--- src/rtl/i2c_apb_sequencer.sv ---
// APB master that runs a complete I2C master write through the APB-to-I2C
// bridge: prescale, slave address, first byte, command, remaining bytes with
// FIFO-full back-pressure, then poll until the I2C bus goes idle.
module i2c_apb_sequencer #(
  parameter logic [7:0]  ADDR_PRESCALE  = 8'd1,
  parameter logic [7:0]  ADDR_SLAVE     = 8'd2,
  parameter logic [7:0]  ADDR_STATUS    = 8'd3,
  parameter logic [7:0]  ADDR_TX        = 8'd4,
  parameter logic [7:0]  ADDR_CMD       = 8'd6,
  parameter logic [7:0]  CMD_WRITE      = 8'b10010000,
  parameter int unsigned STAT_FULL_BIT  = 6,
  parameter int unsigned STAT_BUSY_BIT  = 5,
  parameter int unsigned PREADY_TIMEOUT = 64
) (
  input  logic       PCLK,
  input  logic       PRESET,
  input  logic       req_start,
  input  logic [7:0] req_prescale,
  input  logic [7:0] req_addr,
  input  logic [7:0] req_len,
  input  logic [7:0] wr_data,
  input  logic       wr_valid,
  output logic       wr_ready,
  output logic       PSELx,
  output logic       PENABLE,
  output logic       PWRITE,
  output logic [7:0] PADDR,
  output logic [7:0] PWDATA,
  input  logic [7:0] PRDATA,
  input  logic       PREADY,
  output logic       busy,
  output logic       done,
  output logic       err,
  output logic [7:0] bytes_sent
);

  localparam int unsigned TO_W  = $clog2(PREADY_TIMEOUT + 1);
  localparam int unsigned GAP_W = 2;
  // Four idle cycles before a status re-read (counter runs 3..0).
  localparam logic [GAP_W-1:0] RETRY_GAP = GAP_W'(3);

  typedef enum logic [3:0] {
    IDLE, W_PRE, W_SADDR, FETCH, RD_STAT, W_TX, W_CMD, POLL_BUSY, FINISH
  } state_t;

  // Sub-phase of an APB state: idle gap, SETUP, ACCESS.
  typedef enum logic [1:0] {PH_GAP, PH_SETUP, PH_ACCESS} phase_t;

  state_t            state, state_nxt;
  phase_t            phase, phase_nxt;
  logic [GAP_W-1:0]  gap_cnt, gap_nxt;
  logic [TO_W-1:0]   to_cnt;
  logic [7:0]        lat_pre, lat_addr, lat_len, lat_data;
  logic [7:0]        sent_inc;
  logic              in_apb, acc_done, abort, accept, reject, hs;
  logic              psel_nxt, penable_nxt, pwrite_nxt, wr_ready_nxt;
  logic              busy_nxt, done_nxt, err_nxt;
  logic [7:0]        paddr_nxt, pwdata_nxt;

  function automatic logic is_apb_state(state_t s);
    return (s == W_PRE) || (s == W_SADDR) || (s == RD_STAT) ||
           (s == W_TX)  || (s == W_CMD)   || (s == POLL_BUSY);
  endfunction

  assign sent_inc = bytes_sent + 8'd1;
  assign in_apb   = is_apb_state(state);

  // State register
  always_ff @(posedge PCLK) begin
    if (PRESET) begin
      state   <= IDLE;
      phase   <= PH_GAP;
      gap_cnt <= '0;
    end else begin
      state   <= state_nxt;
      phase   <= phase_nxt;
      gap_cnt <= gap_nxt;
    end
  end

  // Next-state: sequencing between register accesses and APB sub-phases
  always_comb begin
    state_nxt = state;
    phase_nxt = phase;
    gap_nxt   = gap_cnt;
    acc_done  = in_apb && (phase == PH_ACCESS) && PREADY;
    abort     = in_apb && (phase == PH_ACCESS) && !PREADY &&
                (to_cnt == TO_W'(PREADY_TIMEOUT - 1));
    accept    = (state == IDLE) && req_start && (req_len != 8'd0);
    reject    = (state == IDLE) && req_start && (req_len == 8'd0);
    hs        = (state == FETCH) && wr_valid && wr_ready;

    if (in_apb) begin
      case (phase)
        PH_GAP:    if (gap_cnt == '0) phase_nxt = PH_SETUP;
                   else gap_nxt = gap_cnt - GAP_W'(1);
        PH_SETUP:  phase_nxt = PH_ACCESS;
        PH_ACCESS: if (abort) begin
                     state_nxt = IDLE;
                     phase_nxt = PH_GAP;
                     gap_nxt   = '0;
                   end
        default:   phase_nxt = PH_GAP;
      endcase
    end

    if (acc_done) begin
      phase_nxt = PH_GAP;
      gap_nxt   = '0;
      case (state)
        W_PRE:     state_nxt = W_SADDR;
        W_SADDR:   state_nxt = FETCH;
        RD_STAT:   if (PRDATA[STAT_FULL_BIT]) gap_nxt = RETRY_GAP;
                   else state_nxt = W_TX;
        W_TX:      if (sent_inc == 8'd1)         state_nxt = W_CMD;
                   else if (sent_inc == lat_len) state_nxt = POLL_BUSY;
                   else                          state_nxt = FETCH;
        W_CMD:     state_nxt = (lat_len == 8'd1) ? POLL_BUSY : FETCH;
        POLL_BUSY: if (PRDATA[STAT_BUSY_BIT]) gap_nxt = RETRY_GAP;
                   else state_nxt = FINISH;
        default:   ;
      endcase
    end

    case (state)
      IDLE:    if (accept) begin
                 state_nxt = W_PRE;
                 phase_nxt = PH_GAP;
                 gap_nxt   = '0;
               end
      FETCH:   if (hs) begin
                 state_nxt = RD_STAT;
                 phase_nxt = PH_SETUP;
               end
      FINISH:  state_nxt = IDLE;
      default: ;
    endcase
  end

  // Output decode from the next state so every port comes from a flop
  always_comb begin
    psel_nxt     = 1'b0;
    penable_nxt  = 1'b0;
    pwrite_nxt   = PWRITE;
    paddr_nxt    = PADDR;
    pwdata_nxt   = PWDATA;
    wr_ready_nxt = (state_nxt == FETCH);
    busy_nxt     = (state_nxt != IDLE) && (state_nxt != FINISH);
    done_nxt     = (state_nxt == FINISH);
    err_nxt      = abort || reject;
    if (is_apb_state(state_nxt) && (phase_nxt != PH_GAP)) begin
      psel_nxt    = 1'b1;
      penable_nxt = (phase_nxt == PH_ACCESS);
    end
    if (is_apb_state(state_nxt) && (phase_nxt == PH_SETUP)) begin
      case (state_nxt)
        W_PRE:   begin pwrite_nxt = 1'b1; paddr_nxt = ADDR_PRESCALE; pwdata_nxt = lat_pre;   end
        W_SADDR: begin pwrite_nxt = 1'b1; paddr_nxt = ADDR_SLAVE;    pwdata_nxt = lat_addr;  end
        W_TX:    begin pwrite_nxt = 1'b1; paddr_nxt = ADDR_TX;       pwdata_nxt = lat_data;  end
        W_CMD:   begin pwrite_nxt = 1'b1; paddr_nxt = ADDR_CMD;      pwdata_nxt = CMD_WRITE; end
        default: begin pwrite_nxt = 1'b0; paddr_nxt = ADDR_STATUS;   pwdata_nxt = 8'd0;      end
      endcase
    end
  end

  // Output registers
  always_ff @(posedge PCLK) begin
    if (PRESET) begin
      PSELx    <= 1'b0;
      PENABLE  <= 1'b0;
      PWRITE   <= 1'b0;
      PADDR    <= 8'd0;
      PWDATA   <= 8'd0;
      wr_ready <= 1'b0;
      busy     <= 1'b0;
      done     <= 1'b0;
      err      <= 1'b0;
    end else begin
      PSELx    <= psel_nxt;
      PENABLE  <= penable_nxt;
      PWRITE   <= pwrite_nxt;
      PADDR    <= paddr_nxt;
      PWDATA   <= pwdata_nxt;
      wr_ready <= wr_ready_nxt;
      busy     <= busy_nxt;
      done     <= done_nxt;
      err      <= err_nxt;
    end
  end

  // Request latches, byte counter and ACCESS timeout counter
  always_ff @(posedge PCLK) begin
    if (PRESET) begin
      lat_pre    <= 8'd0;
      lat_addr   <= 8'd0;
      lat_len    <= 8'd0;
      lat_data   <= 8'd0;
      bytes_sent <= 8'd0;
      to_cnt     <= '0;
    end else begin
      if (accept) begin
        lat_pre    <= req_prescale;
        lat_addr   <= req_addr;
        lat_len    <= req_len;
        bytes_sent <= 8'd0;
      end
      if (hs) lat_data <= wr_data;
      if (acc_done && (state == W_TX)) bytes_sent <= sent_inc;
      if (phase == PH_SETUP)       to_cnt <= '0;
      else if (phase == PH_ACCESS) to_cnt <= to_cnt + TO_W'(1);
    end
  end

endmodule

--- config.mk ---
export PLATFORM = sky130hd
export DESIGN_NAME = i2c_apb_sequencer
export DESIGN_NICKNAME = d
export VERILOG_FILES = /design/src/rtl/i2c_apb_sequencer.sv
export SDC_FILE = /design/constraint.sdc
export NUM_CORES = 1
export LEC_CHECK = 0
export CORE_MARGIN = 4
export CORE_UTILIZATION = 35
export CTS_CLUSTER_DIAMETER = 120
export DETAILED_ROUTE_END_ITERATION = 16
export PLACE_DENSITY = 0.59
export SLEW_MARGIN = 20
export SYNTH_ARGS = -nofsm -noshare
export SYNTH_HDL_FRONTEND = slang
export SYNTH_SLANG_ARGS = --single-unit
--- constraint.sdc ---
create_clock -name PCLK -period 5.9 [get_ports PCLK]
set_input_delay 1.77 -clock PCLK [delete_from_list [all_inputs] [get_ports PCLK]]
set_output_delay 1.77 -clock PCLK [all_outputs]
set_load 0.02 [all_outputs]
==> flow_summary.json <==
{
  "status": "finished clean",
  "worst_path_max_delay_cell": "clkdlybuf4s50_1",
  "syn_area_um2": 3815,
  "cp_data_required_time_ps": 6130,
  "viasPerCell": 5.316,
  "cts_tree": "yes",
  "fillers": 1068,
  "synth.most_common_cell": "nand2_1",
  "clock_skew_ps": 6.096,
  "yosys_most_used_dff": "dfxtp_1",
  "drc": 0,
  "tightest_slew_ps": 803.9,
  "max_slew_margin_pct": 46.40,
  "cts-root-buf": "clkbuf_8",
  "cp_num_buf_inv": 1,
  "area_growth_pct": 21.48,
  "yosysSeqAreaShare_pct": 38.31,
  "htreeDepth": 3,
  "yosys.area.top_type": "dfxtp_1",
  "period_share_pct": 75.46,
  "syn_area_per_cell_um2": 8.117,
  "multi_input_area_um2": 2142,
  "pre_cts_slack_ps": 1057,
  "maxClockFrequency_mhz": 224.6,
  "setup_ws_ps": 1448,
  "cts_max_path_buffers": 2,
  "peakVddDrop_mv": 0.09444,
  "die_height_um": 112.4,
  "maxSlewViolCount": 0,
  "crit_fanout": 17,
  "numCtsBuffers": 9,
  "hold_viol_final": 0,
  "vias": 3487,
  "diodes": 0,
  "cp-end-kind": "flop",
  "hp-class": "reg2reg",
  "numPortBuffers": 64,
  "antenna_left": 0,
  "chipWidth_um": 112.4,
  "fin_tns_setup_ps": 0,
  "grt_overflow_total": 0,
  "drv_cap": 0,
  "yosysWarningCount": 0,
  "synthTopCellsByArea": "dfxtp_1, nand2_1, a21oi_1",
  "io_pins": 76,
  "post-cts-setup-buffers": 0,
  "yosysTopAreaCellShare_pct": 38.31,
  "cts.sinks": 73,
  "track_usage_pct": 15.51,
  "dpl.hpwl_um": 7236,
  "initial_core_util_pct": 36.46,
  "die_area_um2": 12630,
  "setup_viol": 0,
  "rows": 37,
  "rsz0062_at_grt": "no",
  "antenna_found_initial": 0,
  "firstDrtPassIters": 4,
  "path_clk_slew_ps": 80,
  "place.gp.congestion": 0.8425,
  "arrival_ps": 4690,
  "min_period_ps": 4452,
  "async_flop_share_pct": 0,
  "syn_inst": 470,
  "synth_edf_count": 0,
  "hold_buffers": 0,
  "drt_wl_total_um": 10050,
  "path_cells": "clkdlybuf4s50_1 -> nand3b_1 -> or3_1 -> nor4_1 -> o2111ai_1 -> and3_1 -> mux2i_1 -> a2bb2oi_1 -> o2bb2ai_1",
  "path_delay_family": "simple AND/OR/NAND/NOR gates",
  "critical_path_class": "in2reg",
  "crit_path_start_kind": "primary input",
  "coreArea_um2": 10460,
  "cts_resized": 0,
  "grt_pass1_wl_um": 16060,
  "power.leakage_nw": 1.672,
  "synth_commonest_cells": "nand2_1, dfxtp_1, a21oi_1, nor2_1, o21ai_0",
  "drt-initial-drc-count": 173,
  "max_stage_delay_ps": 600,
  "synth_cell_types": 67,
  "wl_per_cell_um": 15.32,
  "grt_pass1_vias": 3275,
  "grt_max_degree": 35,
  "clk_latency_ps": 350,
  "layout-drive-gt1-share_pct": 7.115,
  "regArea_um2": 1461,
  "nets": 564,
  "ys_ff_latch": 73,
  "powerDensity_nw_per_um2": 229.9
}
## metal layers
metal	global-route usage (%)	share of wire (%)	vias up	wire, um
met4	4.647	1.2	0	116
met1	21.09	47	1638	4698
met3	2.803	4.9	10	497
met5	0	0	-	0
met2	25.11	47	90	4739
li1	-	-	1749	-
## final timing paths
kind	start	end	slack (ps)	cells after the start
max	PREADY	PWDATA[2]	1450	9
min	lat_data[6]	lat_data[6]	460	2
max reg2reg	phase[1]	PWDATA[2]	2630	8
min reg2reg	lat_data[6]	lat_data[6]	460	2
## worst min-delay path: stages (launching register included)
cell and delay (ps):
dfxtp_1 310, nand2_1 50, a21oi_1 50
## where the power goes
part | internal [mW] | leakage [nW] | total (mW) | switching, mW
registers | 0.511 | 0.593 | 0.526 | 0.0152
clock network | 0.191 | 0.0909 | 0.378 | 0.187
logic | 0.0725 | 0.989 | 0.162 | 0.0892
total | 0.774 | 1.67 | 1.07 | 0.291
## per-stage QoR
stage	cells	util, %	total power [mW]	area [um^2]	hold WS, ps
floorplan	474	-	0.6413	3830	435.7
global placement	641	42.54	0.6971	4451	442.1
detailed placement	641	42.54	0.6991	4451	446.5
CTS	656	44.30	1.080	4634	457.2
global route	656	44.30	1.112	4634	474.9
finish	656	44.30	1.066	4634	456.7
## state kept, by name (all words and copies together) (netlist names)
name / cells
PADDR: 3
PENABLE: 1
PSELx: 1
PWDATA: 8
PWRITE: 1
busy: 1
bytes_sent: 8
done: 1
err: 1
gap_cnt: 2
lat_addr: 8
lat_data: 8
lat_len: 8
lat_pre: 8
phase: 2
state: 4
to_cnt: 7
wr_ready: 1
## placed cells by master (no fill, tap or decap), types with 3 or more instances in the layout
| master | count |
|---|---|
| a21oi_1 | 45 |
| a22oi_1 | 4 |
| a2bb2oi_1 | 7 |
| a31oi_1 | 6 |
| a32oi_1 | 3 |
| and2_1 | 3 |
| and3_1 | 10 |
| and4_1 | 3 |
| clkbuf_8 | 9 |
| clkdlybuf4s50_1 | 63 |
| clkinv_2 | 3 |
| conb_1 | 5 |
| dfxtp_1 | 73 |
| ha_1 | 3 |
| inv_1 | 7 |
| mux2i_1 | 9 |
| nand2_1 | 85 |
| nand2b_1 | 3 |
| nand3_1 | 10 |
| nand3b_1 | 4 |
| nand4_1 | 5 |
| nor2_1 | 41 |
| nor2b_1 | 4 |
| nor3_1 | 8 |
| nor4_1 | 6 |
| o211ai_1 | 4 |
| o21ai_0 | 17 |
| o2bb2ai_1 | 8 |
| or3_1 | 9 |
| xnor2_1 | 8 |
| xor2_1 | 7 |
## cells by family (layout without fill, tap and decap cells)
family	count (synthesis)	count (layout)	synth area share (%)
flops	73	73	38.31
mux	9	9	2.362
simple gates	205	205	26.47
xor+xnor	17	17	4.297
other cells	1	5	0.09830
fa+ha+maj	3	3	0.9840
compound gates	120	120	21.55
buf+inv	42	88	5.936
## layout make-up
class                           count  share of cell area (%)
Multi-Input combinational cell    359                   46.22
Sequential cell                    73                   31.53
Timing Repair Buffer               66                   14.04
Tap cell                          136                   3.672
Clock buffer                        9                   2.673
Clock inverter                      6                   1.296
Inverter                            7                  0.5670
Power figures use the tool's default switching activity.
